<file path="src/rtl/matrix_pkg.sv">
// Shared constants and state encoding for the 5x5 matrix sum controller.
package matrix_pkg;

    localparam int ELEM_W = 8;
    localparam int DIM    = 5;
    localparam int ROW_W  = ELEM_W * DIM;
    localparam int MAT_W  = ROW_W * DIM;

    // Index of the final row; row_cnt wraps to zero after this one.
    localparam logic [2:0] LAST_ROW = 3'(DIM - 1);

    typedef enum logic [1:0] {
        LOAD_A = 2'd0,
        LOAD_B = 2'd1,
        CALC   = 2'd2,
        DRAIN  = 2'd3
    } state_t;

endpackage

</file>
<file path="src/rtl/matrix_sum_ctrl_sum.sv">
// Combinational 5x5 element-wise matrix adder; each sum wraps modulo 256.
module matrix_sum_ctrl_sum
    import matrix_pkg::*;
(
    input  logic [MAT_W-1:0] mat_a,
    input  logic [MAT_W-1:0] mat_b,
    output logic [MAT_W-1:0] sum
);

    // Add every element pair independently; carries never cross elements.
    always_comb begin
        for (int i = 0; i < DIM * DIM; i++) begin
            sum[i*ELEM_W +: ELEM_W] = mat_a[i*ELEM_W +: ELEM_W] + mat_b[i*ELEM_W +: ELEM_W];
        end
    end

endmodule

</file>
<file path="src/rtl/matrix_sum_ctrl.sv">
// Loads A and B row by row, fires the adder once, then drains the result rows.
module matrix_sum_ctrl #(
    parameter int ELEM_W = 8,
    parameter int DIM    = 5
) (
    input  logic                  clk,
    input  logic                  reset,
    input  logic                  in_valid,
    output logic                  in_ready,
    input  logic [ELEM_W*DIM-1:0] in_row,
    output logic                  out_valid,
    input  logic                  out_ready,
    output logic [ELEM_W*DIM-1:0] out_row,
    output logic                  out_last,
    output logic                  out_ovf,
    output logic                  busy
);
    import matrix_pkg::*;

    state_t           r_state;
    state_t           w_state_nxt;
    logic [2:0]       r_row_cnt;
    logic [2:0]       w_row_cnt_nxt;
    logic [MAT_W-1:0] r_mat_a;
    logic [MAT_W-1:0] r_mat_b;
    logic [MAT_W-1:0] r_res;
    logic             r_ovf;
    logic [MAT_W-1:0] w_sum;
    logic             w_ovf;
    logic             w_wr_a;
    logic             w_wr_b;

    matrix_sum_ctrl_sum sum (
        .mat_a (r_mat_a),
        .mat_b (r_mat_b),
        .sum   (w_sum)
    );

    // Row writes happen only on an accepted beat in the matching load state.
    assign w_wr_a = (r_state == LOAD_A) && in_valid;
    assign w_wr_b = (r_state == LOAD_B) && in_valid;

    // An element wrapped exactly when its modular sum is below its A operand.
    always_comb begin
        w_ovf = 1'b0;
        for (int i = 0; i < DIM * DIM; i++) begin
            if (w_sum[i*ELEM_W +: ELEM_W] < r_mat_a[i*ELEM_W +: ELEM_W]) begin
                w_ovf = 1'b1;
            end
        end
    end

    // Next-state, row counter and handshake decode, from registered state only.
    always_comb begin
        // NOTE: every output of this block gets a default first so no latch is inferred.
        w_state_nxt   = r_state;
        w_row_cnt_nxt = r_row_cnt;
        in_ready      = 1'b0;
        out_valid     = 1'b0;
        case (r_state)
            LOAD_A, LOAD_B: begin
                in_ready = 1'b1;
                if (in_valid) begin
                    if (r_row_cnt == LAST_ROW) begin
                        w_row_cnt_nxt = 3'd0;
                        w_state_nxt   = (r_state == LOAD_A) ? LOAD_B : CALC;
                    end else begin
                        w_row_cnt_nxt = r_row_cnt + 3'd1;
                    end
                end
            end
            CALC: begin
                w_state_nxt = DRAIN;
            end
            DRAIN: begin
                out_valid = 1'b1;
                if (out_ready) begin
                    if (r_row_cnt == LAST_ROW) begin
                        w_row_cnt_nxt = 3'd0;
                        w_state_nxt   = LOAD_A;
                    end else begin
                        w_row_cnt_nxt = r_row_cnt + 3'd1;
                    end
                end
            end
            default: w_state_nxt = LOAD_A;
        endcase
    end

    // State, operand, result and overflow registers; reset discards everything.
    always_ff @(posedge clk) begin
        if (reset) begin
            // NOTE: operand/result storage is cleared on reset so a restarted operation never sees stale rows.
            r_state   <= LOAD_A;
            r_row_cnt <= 3'd0;
            r_mat_a   <= '0;
            r_mat_b   <= '0;
            r_res     <= '0;
            r_ovf     <= 1'b0;
        end else begin
            // NOTE: non-blocking assignments keep every register sampling pre-edge values.
            r_state   <= w_state_nxt;
            r_row_cnt <= w_row_cnt_nxt;
            for (int r = 0; r < DIM; r++) begin
                if (w_wr_a && (r_row_cnt == 3'(r))) r_mat_a[r*ROW_W +: ROW_W] <= in_row;
                if (w_wr_b && (r_row_cnt == 3'(r))) r_mat_b[r*ROW_W +: ROW_W] <= in_row;
            end
            if (r_state == CALC) begin
                r_res <= w_sum;
                r_ovf <= w_ovf;
            end
        end
    end

    // Output row/flags are muxed from registers and forced to zero outside drain.
    always_comb begin
        out_row  = '0;
        out_last = 1'b0;
        out_ovf  = 1'b0;
        if (r_state == DRAIN) begin
            for (int r = 0; r < DIM; r++) begin
                if (r_row_cnt == 3'(r)) out_row = r_res[r*ROW_W +: ROW_W];
            end
            out_last = (r_row_cnt == LAST_ROW);
            out_ovf  = r_ovf;
        end
    end

    assign busy = !((r_state == LOAD_A) && (r_row_cnt == 3'd0));

endmodule

</file>
<file path="config.mk">
export PLATFORM = sky130hd
export DESIGN_NAME = matrix_sum_ctrl
export DESIGN_NICKNAME = d
export VERILOG_FILES = /design/src/rtl/matrix_pkg.sv /design/src/rtl/matrix_sum_ctrl_sum.sv /design/src/rtl/matrix_sum_ctrl.sv
export SDC_FILE = /design/constraint.sdc
export NUM_CORES = 2
export LEC_CHECK = 0
export CELL_PAD_IN_SITES_DETAIL_PLACEMENT = 1
export CELL_PAD_IN_SITES_GLOBAL_PLACEMENT = 1
export CORE_AREA = 2 2 231 290
export CTS_CLUSTER_SIZE = 28
export DETAILED_ROUTE_END_ITERATION = 16
export DIE_AREA = 0 0 233 292
export PLACE_DENSITY = 0.83
export SKIP_LAST_GASP = 1
export SYNTH_ARGS = -nofsm -noshare
export SYNTH_HDL_FRONTEND = slang
export SYNTH_SLANG_ARGS = --single-unit
export TNS_END_PERCENT = 10
</file>
<file path="constraint.sdc">
create_clock -name clk -period 7.8 [get_ports clk]
set_input_delay 1.95 -clock clk [delete_from_list [all_inputs] [get_ports clk]]
set_output_delay 1.95 -clock clk [all_outputs]
set_load 0.005 [all_outputs]
</file>
After elaboration in Yosys (flattened, before gate mapping)
Cells that the tools add are included.
{ "op_classes": {"add_sub_neg": 26, "n_lt_le_gt_ge": 25, "eq_ne": 11, "mux": 45, "n_reduce_logical": 20} }
{ "op_table": {"columns": ["cell", "count"], "rows": [
  ["$mux W40", 6],
  ["$add A8 B8 Y8", 25],
  ["$lt A8 B8 Y1", 25],
  ["$mux W1", 29],
  ["$logic_and A1 B1 Y1", 13],
  ["$mux W2", 5],
  ["$mux W3", 3],
  ["$ne A2 B2 Y1 const B", 4],
  ["$eq A3 B2 Y1 const B", 2],
  ["$pmux W2 S3", 1],
  ["$pmux W3 S2", 1],
  ["$eq A2 B2 Y1 const B", 2],
  ["$reduce_and A4 Y1", 1],
  ["$add A3 B1 Y3 const B", 1],
  ["$eq A3 B1 Y1 const B", 1],
  ["$eq A3 B3 Y1 const B", 1],
  ["$logic_not A3 Y1", 1],
  ["$reduce_and A3 Y1", 1],
  ["$eq A2 B1 Y1 const B", 1],
  ["$logic_not A2 Y1", 1],
  ["$reduce_bool A2 Y1", 1],
  ["$reduce_or A2 Y1", 1],
  ["$logic_not A1 Y1", 1]
]} }
{ "word_totals": {"regBits": 606, "inputBits": 44, "out_inout_bits": 45, "word_cells": 141} }

Logic depth before layout (Yosys ltp)
{ "depth": {"depth_word": 27, "ltp_mapped": 17, "mapped_depth_nobuf": 17} }

Cells and area by module
A second synthesis with hierarchy kept.
{ "hier_totals": {"cells_unflattened": 4330, "area_unflattened_um2": 34556.9} }
{ "modules_own_cells": {"columns": ["module", "instances", "cells_per_inst", "area_per_inst_um2", "seq_area_each_um2"], "rows": [
  ["matrix_sum_ctrl", 1, 3315, 26975.9, 12131.6],
  ["matrix_sum_ctrl_sum", 1, 1015, 7581.0, 0.0]
]} }

Worst setup path before layout
OpenSTA, ideal clock, no wires.
{ "synth_path": {"kind": "register to output", "start": "register r_row_cnt[1]", "end": "output port out_row[0]", "arrival_ns": 1.596, "required_ns": 5.850, "setup_slack_ns": 4.254, "stages_incl_launch_ff": 9, "n_path_buf": 2, "path_cell_list": "dfxtp_1 > inv_1 > ha_1 > nor2b_1 > clkbuf_1 > buf_2 > a221oi_1 > o311ai_0 > o211a_1"} }
{ "synth_via": {"elab_chain_len": 7, "word_cells_on_any_way": 11, "classes_between": "4 x eq/ne; 6 x mux; 1 x reduce/logical"} }
{ "synth_lines": {"columns": ["item", "line_no", "rtl"], "rows": [
  ["start, declared", "matrix_sum_ctrl.sv:22", "logic [2:0] r_row_cnt;"],
  ["start signal, assigned", "matrix_sum_ctrl.sv:103", "r_row_cnt <= w_row_cnt_nxt;"],
  ["$logic_not A3 Y1", "matrix_sum_ctrl.sv:122", "if (r_row_cnt == 3'(r)) out_row = r_res[r*ROW_W +: ROW_W];"],
  ["$mux W40 (4 in series)", "matrix_sum_ctrl.sv:122", null],
  ["$mux W40 (*)", "matrix_sum_ctrl.sv:122", null],
  ["$mux W40 (*)", "matrix_sum_ctrl.sv:120", "if (r_state == DRAIN) begin"],
  ["end, declared", "matrix_sum_ctrl.sv:13", "output logic [ELEM_W*DIM-1:0] out_row,"]
]} }
Mark *: on every way between the ends. The rest lies on a longest branch, timed or not.

Worst setup path after layout
{ "layout_path": {"start": "register r_row_cnt[0]", "end": "output port out_row[16]"} }
The elaborated chain is that of the path after synthesis.

==> results.cfg <==
[run]
drv_cap = 0

[detailed_routing]
post-route-drc-count = 0
firstDrtPassIters = 7
vias = 29073
wl_mm = 112
drtIter0Drc = 2033
ant_nets = 0
wl_per_cell_um = 23.0
viasPerCell = 5.99

[final_layout]
syn2layout_area_growth_pct = 11.0
ff_latch_area_mm2 = 0.0121
final_common_cell = nand2_1
multi_input_area_mm2 = 0.0193
fill_cells = 7760
layout_common_cells = nand2_1 (862), dfxtp_1 (606), a21oi_1 (477), nor2_1 (350), ha_1 (334)
fin_nets = 4353
drive_above_1_share_pct = 6.35
antenna_cells = 0
stdcell_area_mm2 = 0.0366

[synth]
synth-edff-count = 0
async_flop_share_pct = 0
yosysSeqAreaShare_pct = 36.7
syn_nets = 4427
synth_area_mm2 = 0.0330
synth_cell_type_count = 51
ys_warn_count = 0
ys_seq_elements = 606
synthFlopType = dfxtp_1
syn_avg_cell_area_um2 = 8.21
syn_inst = 4021

[global_routing]
first_global_vias = 30734
antenna_found_initial = 0
grtUsageMet2_pct = 56.9
met3_usage_pct = 4.17
track_usage_pct = 32.8
grt_max_degree = 107
grt_pass1_wl_mm = 173
overflow = 0
grt-busiest-layer = met2
met1_usage_pct = 39.2

[worst_setup_path]
startpoint = r_row_cnt[0]$_SDFFE_PP0P_
end_kind = primary output
arrival_ps = 4190
setup.worst_path.start_class = flop
endpoint = out_row[16]
worst_ep_required_time_ps = 5850
reg2reg_from = r_mat_a[169]$_SDFFE_PP0P_
crit_fanout = 24
r2r_setup_slack_ps = 3470
rr_worst_depth = 15
path_class = flop to primary output
rr_endpoint = r_ovf$_SDFFE_PP0N_

[sta]
period_share_pct = 78.7
rsz0062_at_grt = false
fin_skew_ps = 19.8
hold_ws_ps = 458
hold_viol = 0
tightest_slew_ps = 1090
tns_ps = 0
postLayoutSetupSlackWorst_ps = 1660
max_freq_mhz = 163
period_needed_ps = 6140
final_max_slew_viol_count = 0
setup_violations = 0
maxSlewHeadroom_pct = 27.5

[clock_tree]
htree_levels = 3
clockBufferDepth = 3
cts.clk_slew.worst_paths_ps = 60
cts_resized = 0
cts_tree = done
clock_latency_ps = 620
numCtsBuffers = 67
clock-sinks = 606
postCtsHoldBufs = 0
post-cts-setup-buffers = 0
clock_tree.root_cell = clkbuf_16

[power_and_ir_drop]
p_leak_nw = 14.8
p_sw_share_pct = 32.7
p_clk_share_pct = 38.8
p_switching_mw = 2.86
power-per-cell-area_mw_per_mm2 = 239
pwr-share-comb_pct = 23.0
fin_total_pwr_mw = 8.75
internal-power_mw = 5.89
power_frac_seq_pct = 38.1
ir_drop_mv = 0.161

[min_path]
worstHoldStart = r_mat_b[35]$_SDFFE_PP0P_
hold_class = flop to flop

[die]
die_h_um = 292
dieArea_mm2 = 0.0680
row_count = 105
core_region_area_mm2 = 0.0653
die-width_um = 233
start_util_pct = 50.6
io_pins = 89

[placement]
place_ws_ps = 2430
place.gp.congestion = 0.850
hpwl_mm = 71.7
place_area_mm2 = 0.0343
io_buffer_count = 88

[status]
status = finished clean
[cell usage after synthesis (35+ instances only)]
| cell type | instances | area [um2] |
|---|---|---|
| nand2_1 | 864 | 3240 |
| dfxtp_1 | 606 | 12100 |
| a21oi_1 | 477 | 2390 |
| nor2_1 | 357 | 1340 |
| ha_1 | 337 | 4220 |
| clkbuf_1 | 203 | 762 |
| inv_1 | 188 | 706 |
| mux2i_1 | 127 | 1270 |
| xnor2_1 | 126 | 1100 |
| nor3_1 | 77 | 385 |
| buf_2 | 59 | 295 |
| a21o_1 | 57 | 428 |
| o21a_1 | 55 | 413 |
| xor2_1 | 49 | 429 |
| a221oi_1 | 43 | 377 |
| o211a_1 | 40 | 400 |
| nor2b_1 | 35 | 219 |
[routing by layer]
layer	vias to the layer above	wire length, um	part of all wire, %
met5	-	0	0
li1	13462	-	-
met4	0	6010	5.4
met1	14499	45800	41
met2	798	54400	49
met3	314	5630	5.0
[logic make-up after synthesis]
group / share of synthesized area, %
compound gates: 17.8
xor+xnor: 4.64
fa+ha+maj: 14.3
buf+inv: 5.43
flops: 36.7
mux: 3.88
simple gates: 17.2
[layout make-up]
cell class | instances | share of cell area, %
clock buffers | 95 | 5.28
multi-input cells | 2957 | 52.5
clock inverters | 25 | 0.990
repair buffers | 126 | 3.23
well taps | 856 | 2.92
flip-flops and latches | 606 | 33.1
inverters | 189 | 1.94
[state kept, by name, indices dropped and copies added, names as in the netlist]
signal,flops
r_ovf,1
r_state,2
r_row_cnt,3
r_mat_b,200
r_res,200
r_mat_a,200
[stage by stage]
| step | utilization [%] | cells |
|---|---|---|
| floorplan | - | 4021 |
| global placement | 52.6 | 4734 |
| detailed placement | 52.6 | 4734 |
| CTS | 56.1 | 4854 |
| global route | 56.1 | 4854 |
| finish | 56.1 | 4854 |
[critical path, stage by stage (launching register included)]
cell	delay (ps)
dfxtp_1	360
inv_1	100
ha_1	260
nand2_1	250
nor2_4	650
buf_4	590
a221oi_1	170
o311ai_0	330
o211a_1	280
clkdlybuf4s50_1	570
[worst min-delay path by stage]
stage | endpoint | slack, ps | cells after the start
2_1_floorplan | r_mat_b[0]$_SDFFE_PP0P_ | 440 | 2
3_3_place_gp | r_mat_b[46]$_SDFFE_PP0P_ | 450 | 2
3_5_place_dp | r_mat_b[43]$_SDFFE_PP0P_ | 450 | 2
4_1_cts | r_mat_b[43]$_SDFFE_PP0P_ | 460 | 2
5_1_grt | r_mat_a[8]$_SDFFE_PP0P_ | 480 | 2
6_report | r_mat_b[35]$_SDFFE_PP0P_ | 460 | 2
[power by group through the flow]
stage,Combinational (mW),Clock (mW),Sequential (mW)
2_1_floorplan,1.22,0,3.37
3_3_place_gp,1.88,0,3.40
3_5_place_dp,1.95,0,3.40
4_1_cts,1.98,3.43,3.34
5_1_grt,2.16,3.57,3.35
6_report,2.01,3.40,3.34
Note: power is estimated with default switching activity, not from simulation.
